### config.mk
export PLATFORM = sky130hd
export DESIGN_NAME = efpga_config_loader
export DESIGN_NICKNAME = d
export VERILOG_FILES = /design/src/rtl/efpga_config_loader_pkg.sv /design/src/rtl/cfg_word_fifo.sv /design/src/rtl/efpga_config_loader.sv
export SDC_FILE = /design/constraint.sdc
export NUM_CORES = 1
export LEC_CHECK = 0
export ABC_AREA = 1
export BUFFER_PORTS_ARGS = -buffer_cell sky130_fd_sc_hd__buf_2
export CAP_MARGIN = 5
export CELL_PAD_IN_SITES_DETAIL_PLACEMENT = 1
export CELL_PAD_IN_SITES_GLOBAL_PLACEMENT = 1
export CORE_MARGIN = 8
export CORE_UTILIZATION = 49
export CTS_CLUSTER_SIZE = 20
export DETAILED_ROUTE_END_ITERATION = 10
export PLACE_DENSITY = 0.91
export SLEW_MARGIN = 0
export SYNTH_ARGS = -nofsm -noshare
export SYNTH_HDL_FRONTEND = slang
export SYNTH_SLANG_ARGS = --single-unit
### constraint.sdc
create_clock -name wb_clk_i -period 5.7 [get_ports wb_clk_i]
set_clock_uncertainty 0.2 [all_clocks]
set_input_delay 0.285 -clock wb_clk_i [delete_from_list [all_inputs] [get_ports wb_clk_i]]
set_output_delay 0.285 -clock wb_clk_i [all_outputs]
set_load 0.03 [all_outputs]
### src/rtl/efpga_config_loader_pkg.sv
// Register map, control/status bit positions and sequencer states shared by the
// eFPGA bitstream loader.
package efpga_config_loader_pkg;

    localparam logic [1:0] RegCtrl   = 2'd0;
    localparam logic [1:0] RegStatus = 2'd1;
    localparam logic [1:0] RegData   = 2'd2;
    localparam logic [1:0] RegFrame  = 2'd3;

    localparam int unsigned CtrlStartBit   = 0;
    localparam int unsigned CtrlAbortBit   = 1;

    localparam int unsigned StatusBusyBit  = 0;
    localparam int unsigned StatusDoneBit  = 1;
    localparam int unsigned StatusErrBit   = 2;
    localparam int unsigned StatusLevelLsb = 8;

    typedef enum logic [1:0] {
        StIdle,
        StFill,
        StStrobe,
        StDone
    } load_state_e;

endpackage

### src/rtl/cfg_word_fifo.sv
// Synchronous show-ahead word FIFO. A push into a full FIFO is accepted only when
// a pop happens in the same cycle; flush empties it immediately.
module cfg_word_fifo #(
    parameter int unsigned DEPTH = 8,
    parameter int unsigned WIDTH = 32,
    localparam int unsigned AW = $clog2(DEPTH)
) (
    input  logic             clk,
    input  logic             rst,
    input  logic             push,
    input  logic             pop,
    input  logic             flush,
    input  logic [WIDTH-1:0] din,
    output logic [WIDTH-1:0] dout,
    output logic             full,
    output logic             empty,
    output logic [AW:0]      level
);

    logic [WIDTH-1:0] mem [DEPTH];
    logic [AW-1:0]    wr_ptr_q;
    logic [AW-1:0]    rd_ptr_q;
    logic [AW:0]      count_q;
    logic             do_push;
    logic             do_pop;

    assign empty   = (count_q == '0);
    assign full    = (count_q == (AW + 1)'(DEPTH));
    assign do_pop  = pop & ~empty;
    assign do_push = push & (~full | do_pop);
    assign dout    = mem[rd_ptr_q];
    assign level   = count_q;

    always_ff @(posedge clk) begin
        if (rst || flush) begin
            wr_ptr_q <= '0;
            rd_ptr_q <= '0;
            count_q  <= '0;
        end else begin
            if (do_push) wr_ptr_q <= wr_ptr_q + AW'(1);
            if (do_pop)  rd_ptr_q <= rd_ptr_q + AW'(1);
            count_q <= count_q + (AW + 1)'(do_push) - (AW + 1)'(do_pop);
        end
    end

    always_ff @(posedge clk) begin
        if (do_push) mem[wr_ptr_q] <= din;
    end

endmodule

### src/rtl/efpga_config_loader.sv
// Wishbone-slave bitstream loader: buffers firmware words, assembles them into frames
// and writes frames 0..NUM_FRAMES-1 to the fabric config port.
module efpga_config_loader
    import efpga_config_loader_pkg::*;
#(
    parameter int unsigned FRAME_WORDS = 2,
    parameter int unsigned NUM_FRAMES  = 20,
    parameter int unsigned FIFO_DEPTH  = 8,
    parameter int unsigned FA_W        = 5
) (
    input  logic                      wb_clk_i,
    input  logic                      wb_rst_i,
    input  logic                      wbs_stb_i,
    input  logic                      wbs_cyc_i,
    input  logic                      wbs_we_i,
    input  logic [3:0]                wbs_sel_i,
    input  logic [31:0]               wbs_adr_i,
    input  logic [31:0]               wbs_dat_i,
    output logic                      wbs_ack_o,
    output logic [31:0]               wbs_dat_o,
    output logic [32*FRAME_WORDS-1:0] cfg_frame_data,
    output logic [FA_W-1:0]           cfg_frame_addr,
    output logic                      cfg_frame_we,
    output logic                      cfg_busy,
    output logic                      cfg_done_irq
);

    localparam int unsigned LVL_W  = $clog2(FIFO_DEPTH) + 1;
    localparam int unsigned WCNT_W = (FRAME_WORDS > 1) ? $clog2(FRAME_WORDS) : 1;
    localparam int unsigned FD_W   = 32 * FRAME_WORDS;

    logic              ack_q;
    logic              req_we_q;
    logic [1:0]        req_adr_q;
    logic [31:0]       req_dat_q;
    logic              new_req;
    logic              wr_ctrl;
    logic              start_req;
    logic              abort_req;
    logic              push_req;

    load_state_e       state_q, state_d;
    logic [FA_W-1:0]   idx_q, idx_d;
    logic [WCNT_W-1:0] wcnt_q, wcnt_d;
    logic [FD_W-1:0]   frame_q, frame_d;
    logic              done_q, done_d;
    logic              err_q, err_d;

    logic              fifo_pop;
    logic              fifo_flush;
    logic [31:0]       fifo_dout;
    logic              fifo_full;
    logic              fifo_empty;
    logic [LVL_W-1:0]  fifo_level;

    // Only adr[3:2] is decoded; byte selects never narrow a DATA push.
    logic unused_wb;
    assign unused_wb = ^{wbs_sel_i, wbs_adr_i[31:4], wbs_adr_i[1:0]};

    assign new_req   = wbs_stb_i & wbs_cyc_i & ~ack_q;
    assign wr_ctrl   = ack_q & req_we_q & (req_adr_q == RegCtrl);
    assign abort_req = wr_ctrl & req_dat_q[CtrlAbortBit];
    assign start_req = wr_ctrl & req_dat_q[CtrlStartBit] & ~req_dat_q[CtrlAbortBit];
    assign push_req  = ack_q & req_we_q & (req_adr_q == RegData);

    cfg_word_fifo #(
        .DEPTH (FIFO_DEPTH),
        .WIDTH (32)
    ) u_fifo (
        .clk   (wb_clk_i),
        .rst   (wb_rst_i),
        .push  (push_req),
        .pop   (fifo_pop),
        .flush (fifo_flush),
        .din   (req_dat_q),
        .dout  (fifo_dout),
        .full  (fifo_full),
        .empty (fifo_empty),
        .level (fifo_level)
    );

    always_comb begin
        state_d      = state_q;
        idx_d        = idx_q;
        wcnt_d       = wcnt_q;
        frame_d      = frame_q;
        done_d       = done_q;
        err_d        = err_q;
        fifo_pop     = 1'b0;
        fifo_flush   = 1'b0;
        cfg_frame_we = 1'b0;
        cfg_done_irq = 1'b0;

        unique case (state_q)
            StIdle: begin
                if (start_req) begin
                    state_d = StFill;
                    done_d  = 1'b0;
                    err_d   = 1'b0;
                end
            end
            StFill: begin
                if (!fifo_empty) begin
                    fifo_pop = 1'b1;
                    for (int unsigned i = 0; i < FRAME_WORDS; i++) begin
                        if (wcnt_q == WCNT_W'(i)) frame_d[32*i +: 32] = fifo_dout;
                    end
                    if (wcnt_q == WCNT_W'(FRAME_WORDS - 1)) begin
                        wcnt_d  = '0;
                        state_d = StStrobe;
                    end else begin
                        wcnt_d = wcnt_q + WCNT_W'(1);
                    end
                end
            end
            StStrobe: begin
                cfg_frame_we = 1'b1;
                wcnt_d       = '0;
                if (idx_q == FA_W'(NUM_FRAMES - 1)) begin
                    state_d = StDone;
                end else begin
                    idx_d   = idx_q + FA_W'(1);
                    state_d = StFill;
                end
            end
            StDone: begin
                cfg_done_irq = 1'b1;
                done_d       = 1'b1;
                idx_d        = '0;
                state_d      = StIdle;
            end
            default: state_d = StIdle;
        endcase

        // A same-cycle pop frees the slot, so only an unmatched push into a full FIFO drops.
        if (push_req && fifo_full && !fifo_pop) err_d = 1'b1;

        if (abort_req) begin
            state_d      = StIdle;
            idx_d        = '0;
            wcnt_d       = '0;
            done_d       = done_q;
            fifo_flush   = 1'b1;
            fifo_pop     = 1'b0;
            cfg_frame_we = 1'b0;
            cfg_done_irq = 1'b0;
        end
    end

    always_comb begin
        wbs_dat_o = '0;
        if (ack_q && !req_we_q) begin
            unique case (req_adr_q)
                RegStatus: begin
                    wbs_dat_o[StatusBusyBit]          = cfg_busy;
                    wbs_dat_o[StatusDoneBit]          = done_q;
                    wbs_dat_o[StatusErrBit]           = err_q;
                    wbs_dat_o[StatusLevelLsb +: 8]    = 8'(fifo_level);
                end
                RegFrame: wbs_dat_o = 32'(idx_q);
                default:  wbs_dat_o = '0;
            endcase
        end
    end

    always_ff @(posedge wb_clk_i) begin
        if (wb_rst_i) begin
            ack_q     <= 1'b0;
            req_we_q  <= 1'b0;
            req_adr_q <= RegCtrl;
            req_dat_q <= '0;
            state_q   <= StIdle;
            idx_q     <= '0;
            wcnt_q    <= '0;
            frame_q   <= '0;
            done_q    <= 1'b0;
            err_q     <= 1'b0;
        end else begin
            ack_q <= new_req;
            if (new_req) begin
                req_we_q  <= wbs_we_i;
                req_adr_q <= wbs_adr_i[3:2];
                req_dat_q <= wbs_dat_i;
            end
            state_q <= state_d;
            idx_q   <= idx_d;
            wcnt_q  <= wcnt_d;
            frame_q <= frame_d;
            done_q  <= done_d;
            err_q   <= err_d;
        end
    end

    assign wbs_ack_o      = ack_q;
    assign cfg_busy       = (state_q != StIdle);
    assign cfg_frame_data = frame_q;
    assign cfg_frame_addr = idx_q;

endmodule
======== After elaboration in Yosys (flattened, before gate mapping) ========
Memory sizes are Yosys's and may differ from the RTL's. A register that Yosys moved wholly into a read port is not among the register bits.
Index checks and enable logic that the tools add are counted.
operators by class
  equal/unequal tests ..................... 12
  multiplexer cells ....................... 30
  bitwise logic cells ..................... 17
  reductions and logical operators ........ 23
  add/subtract/negate cells ............... 6
operator list
  cell                                                 count
  2-to-1 mux 1 bit                                     15
  2-to-1 mux 12 bit                                    1
  AND reduction 3 bit                                  4
  nonzero test 2 bit                                   6
  bitwise AND 1 bit                                    10
  2-to-1 mux 2 bit                                     5
  one-hot mux 5 bit (2 select lines)                   1
  equality test 2 bit, second input constant           4
  inequality test 2 bit, second input constant         4
  one-hot mux 2 bit (4 select lines)                   1
  adder 3 x 1 -> 3 bit, second input constant          2
  2-to-1 mux 3 bit                                     2
  NOT 1 bit                                            6
  one-hot mux 3 bit (2 select lines)                   1
  AND reduction 2 bit                                  3
  adder 5 x 1 -> 5 bit, second input constant          1
  equality test 5 bit, second input constant           1
  2-to-1 mux 5 bit                                     1
  adder 4 x 1 -> 4 bit                                 1
  equality test 2 x 1 -> 1 bit, second input constant  2
  equality test 4 bit, second input constant           1
  logical NOT 2 bit                                    2
  logical NOT 4 bit                                    1
  2-to-1 mux 4 bit                                     1
  other kinds (8)                                      12
storage, ports and cells
  register bits after elaboration ......... 120
  memories kept ........................... 1
  bits in writable memories ............... 256
  input bits .............................. 73
  output and inout port bits .............. 105
memories
  name        words  bits a word  read ports  clocked after Yosys merged registers in  wr ports  RTL line             source
  u_fifo.mem  8      32           1           1                                        1         cfg_word_fifo.sv:20  logic [WIDTH-1:0] mem [DEPTH];

======== Longest topological paths before layout ========
  depth after elaboration ................. 9
  gate-level depth with buffers ........... 13
  mapped depth without buffers ............ 13

======== By module ========
A second synthesis with hierarchy kept.
unflattened totals
  cells, all modules ...................... 1463
  area, all modules ....................... 15127.0 sq um
by module, submodules not included
  module               area an instance (sq um)  sequential area each (sq um)  times used  cells each
  cfg_word_fifo        10714.0                   7947.6                        1           880
  efpga_config_loader  4413.0                    2202.1                        1           583

======== Worst setup path before layout ========
OpenSTA, ideal clock, no wires.
  path kind ............................... register to register
  from .................................... reg ack_q, in the netlist wbs_ack_o
  to ...................................... mem u_fifo.mem[1][0] (enable)
  arrival time ............................ 2.630 ns
  clock period less this slack ............ 3.251 ns
  cell stages (with the launch flop) ...... 7
  path slack .............................. 2.449 ns
  path through ............................ dfxtp_1 > nand2_1 > nor3_1 > nand2_1 > inv_2 > nand2_1 > nor2_1
between the ends
  longest elaborated chain between the ends .. 9
  elaborated cells between the ends (all ways) .. 10
  classes of those cells .................. 3 x mux; 7 x bitwise
ends and longest elaborated chain
  what                                      RTL line                                              source
  from (decl)                               efpga_config_loader.sv:32                             logic ack_q;
  from (signal assigned)                    efpga_config_loader.sv:179                            ack_q <= new_req;
  bitwise AND 1 bit *                       efpga_config_loader.sv:61, efpga_config_loader.sv:64
  bitwise AND 1 bit                         efpga_config_loader.sv:61                             assign wr_ctrl = ack_q & req_we_q & (req_adr_q == RegCtrl);
  bitwise AND 1 bit                         efpga_config_loader.sv:62                             assign abort_req = wr_ctrl & req_dat_q[CtrlAbortBit];
  2-to-1 mux 1 bit                          efpga_config_loader.sv:138                            if (abort_req) begin
  bitwise AND 1 bit                         cfg_word_fifo.sv:29                                   assign do_pop = pop & ~empty;
  bitwise OR 1 bit                          cfg_word_fifo.sv:30                                   assign do_push = push & (~full | do_pop);
  bitwise AND 1 bit *                       cfg_word_fifo.sv:30
  net u_fifo.do_push                        cfg_word_fifo.sv:24                                   logic do_push;
  2-to-1 mux 1 bit *                        cfg_word_fifo.sv:47                                   if (do_push) mem[wr_ptr_q] <= din;
  2-to-1 mux 1 bit (implied by the code) *  cfg_word_fifo.sv:47
  to (decl)                                 cfg_word_fifo.sv:20
The timed path passes the listed nets; every way through them passes the cells marked *.

======== Worst setup path after layout ========
  from .................................... reg state_q[1]
  to ...................................... mem u_fifo.mem[6][18] (enable)
between the ends
  longest elaborated chain between the ends .. 8
ends and longest elaborated chain
  what                                    RTL line                    source
  from (decl)                             efpga_config_loader.sv:42   load_state_e state_q, state_d;
  from (signal assigned)                  efpga_config_loader.sv:172  state_q <= StIdle;
  from (signal assigned)                  efpga_config_loader.sv:185  state_q <= state_d;
  equality test 2 x 1 -> 1 bit            efpga_config_loader.sv:94   unique case (state_q)
  2-to-1 mux 1 bit                        efpga_config_loader.sv:94
  2-to-1 mux 1 bit                        efpga_config_loader.sv:138
  bitwise AND 1 bit                       cfg_word_fifo.sv:29
  bitwise OR 1 bit                        cfg_word_fifo.sv:30
  bitwise AND 1 bit                       cfg_word_fifo.sv:30
  2-to-1 mux 1 bit                        cfg_word_fifo.sv:47
  2-to-1 mux 1 bit (implied by the code)  cfg_word_fifo.sv:47
Every way passes these cells.

==> flow_metrics.tcl <==
set metrics [dict create \
    route.final.wire_length_um 44400 \
    placement.cell_area_um2 15700 \
    die-area_um2 36200 \
    finalSetupTns_ps 0 \
    synth.yosys.seq_area_share_pct 68.3 \
    cpLargestDelayFamily "simple AND/OR/NAND/NOR gates" \
    root_buffer "clkbuf_16" \
    synth_area_per_cell_um2 10.7 \
    routabilityCongestion 0.779 \
    synth-edff-count 256 \
    setup_slack_ps 2430 \
    numClockSinks 379 \
    most_frequently_used_flop_master_after_synthesis "edfxtp_1" \
    layout_worst_path_cycle_share_pct 57.3 \
    place.detailed.hpwl_um 24900 \
    clock_tree_from_tritoncts "done" \
    ctsLongestPathBuffers 3 \
    irDropWorstVdd_mv 0.228 \
    dieWidth_um 190 \
    signed_area_change_from_the_synthesized_netlist_to_the_final_layout_pct 16.6 \
    clk_latency_ps 550 \
    seq_power_share_pct 52.1 \
    status "complete, no violations" \
    timing.critical_path.from "state_q[1]" \
    switching_fraction_pct 21.6 \
    critPathMaxStageDelay_ps 1100 \
    antenna_cells_inserted 0 \
    preCtsSetupSlack_ps 2420 \
    port_buffers 120 \
    drv_slew 0 \
    post-route-min-period_ps 3270 \
    routed_wire_length_per_instance_um 22.9 \
    synthesis.yosys.warnings 0 \
    worstPathBufferInverterCount 2 \
    io-pin-count 178 \
    worstPathCellList "inv_1 > ha_1 > inv_1 > a21oi_4 > nand2_1 > nand2_1 > nand3_1 > nor2_4" \
    critical_path.max_fanout 32 \
    power_density_over_the_cells_nw_per_um2 332 \
    vias_per_cell 5.74 \
    h_tree_level_count 2 \
    count_of_vias_placed_by_the_detailed_router 11127 \
    detailedRoute.firstIterationViolations 854 \
    power.combinational.fraction_pct 2.5 \
    final.hold.worst_slack_ps 254 \
    first_pass_grt_wire_length_um 67900 \
    tritoncts.num_buffers 39 \
    final_nets 1604 \
    grt_setup_unrepaired "false" \
    tightest_slew_ps 1280 \
    end_kind "flip-flop" \
    initial_utilization_pct 49.9 \
    cell_with_the_biggest_individual_delay_on_the_critical_path "nor2_4" \
    grt_start_max_net_pins 91 \
    drc 0 \
    path_clk_slew_ps 60 \
    finalSetupViolations 0 \
    mappedNetlistArea_um2 14900 \
    report.final.hold_viol_count 0 \
    stdcell_area_um2 17300 \
    power.static_leakage_nw 6.55 \
    netlist-cell-type-count 31 \
    net-switching-power_mw 1.25 \
    detail_route.first_pass.iterations 5 \
    post_route_cells_drive_above_1_share_pct 15.6 \
    grt_pass1_vias 12093 \
    rr_startpoint "state_q[1]" \
    path_class "reg2reg" \
    core_area_um2 29800 \
    drtAntennaViolNets 0 \
    share_clk_of_total_power_pct 45.4 \
    die_height_um 190 \
    global_route.usage.total_pct 24.0 \
    timing.fmax_mhz 306 \
    post_synth_inst_count 1386 \
    hold_class "in2reg" \
    start_kind "flip-flop" \
    synthArstFlopShare_pct 0 \
    cellInternalPower_mw 4.51 \
    slew_headroom_pct 14.6 \
    postSynthRegisterBits 379 \
    arrival_ps 3210 \
    antenna_found_initial 0 \
    overflow 0 \
    data_required_critical_path_ps 5650 \
    worst_hold_startpoint "wbs_stb_i" \
    post_cts_buffers 0 \
    max-cap-violations 0 \
    num_rows 63 \
]
==> registers in the layout, summed over array words and instances (netlist names), named ones only <==
| name | count |
|---|---|
| req_dat_q | 32 |
| cfg_frame_data | 64 |
| wcnt_q | 1 |
| req_we_q | 1 |
| u_fifo.level | 4 |
| u_fifo.wr_ptr_q | 3 |
| state_q | 2 |
| done_q | 1 |
| wbs_ack_o | 1 |
| err_q | 1 |
| u_fifo.mem | 256 |
| u_fifo.rd_ptr_q | 3 |
| cfg_frame_addr | 5 |
| req_adr_q | 2 |
==> cell usage after synthesis (all sizes together) (2+ instances only) <==
library cell    n  area, µm²
nor2          354       1360
edfxtp        256       7690
nand4           2       12.5
ha             13        163
buf            73        439
clkbuf         31        118
a21oi          87        503
dfxtp         123       2460
nand2          83        312
inv            36        135
or2             4       25.0
o21ai         264       1320
xor2            4       35.0
nand3          46        230
nor3            5       25.0
==> worst reg2reg max path, delay by kind of cell, from the launching register on <==
kind / cells / cell delay [ps]
and+or+nand+nor: 4 / 1730
DFF: 1 / 340
buffers and inverters: 2 / 230
adders and majority gates: 1 / 200
AOI/OAI and AO/OA: 1 / 140
==> final timing paths <==
check / end / slack, ps / depth (start not counted)
setup / recovery: u_fifo.mem[6][18] / 2430 / 8
hold / removal: wbs_ack_o / 250 / 4
setup reg to reg: u_fifo.mem[6][18] / 2430 / 8
hold reg to reg: u_fifo.rd_ptr_q[2] / 310 / 2
==> what timing repair did <==
action                                 4_1_cts  5_1_grt
hold buffers                                36        0
endpoints found under the hold margin       37        0
resized for setup                            0        0
==> per-layer routing <==
metal	share of wire, %	track usage (%)	up-vias
met1	39	27.7	5574
met2	52	43.9	458
met5	0	0	-
li1	-	-	4986
met4	3.3	9.19	0
met3	5.8	3.86	109
==> stage by stage <==
step | power (mW) | cells | utilization, %
final | 5.76 | 1938 | 58.2
after global routing | 5.89 | 1938 | 58.2
after CTS | 5.77 | 1938 | 58.2
after detailed placement | 3.18 | 1830 | 52.6
after global placement | 3.16 | 1830 | 52.6
after floorplan | 3.13 | 1408 | -
==> kinds of logic (layout without fill, tap and decap cells) <==
kind of cell	count (synthesis)	in the layout	share of synthesized area (%)
buf+inv	140	280	4.65
xor+xnor	5	5	0.294
flops	379	379	68.3
simple gates	496	496	13.3
other cells	1	23	0.0252
compound gates	351	351	12.3
fa+ha+maj	14	14	1.23
==> final cells by class <==
class | count | area [µm²]
Inverter | 36 | 136
Tap cell | 390 | 488
Timing Repair Buffer | 172 | 1080
Clock inverter | 27 | 267
Sequential cell | 379 | 10200
Clock buffer | 45 | 1040
Fill cell | 3150 | 12500
Multi-Input combinational cell | 889 | 4180
==> power by group through the flow <==
stage | sequential (mW) | combinational [mW] | clock (mW)
2_1_floorplan | 3.04 | 0.0916 | 0
3_3_place_gp | 3.05 | 0.111 | 0
3_5_place_dp | 3.06 | 0.118 | 0
4_1_cts | 3.00 | 0.140 | 2.64
5_1_grt | 3.00 | 0.154 | 2.73
6_report | 3.00 | 0.143 | 2.61
==> placed cells by master, fill, tap and decap left out, types with 2 or more instances in the layout <==
cell	count
edfxtp_1	256
buf_2	120
nand4_1	2
a21oi_2	15
inv_6	3
nand2_1	83
xor2_1	4
o21ai_1	69
o21ai_0	195
dfxtp_1	120
nor3_1	5
buf_4	16
ha_1	13
clkinv_2	11
or2_2	4
clkinvlp_4	4
clkbuf_16	40
clkinv_1	4
inv_1	31
conb_1	23
dlygate4sd3_1	36
nor2_4	9
nand3_1	45
dfxtp_2	2
clkbuf_8	2
clkbuf_1	3
nor2_1	343
bufinv_16	4
inv_2	4
a21oi_1	71
Power figures use the tool's default switching activity.
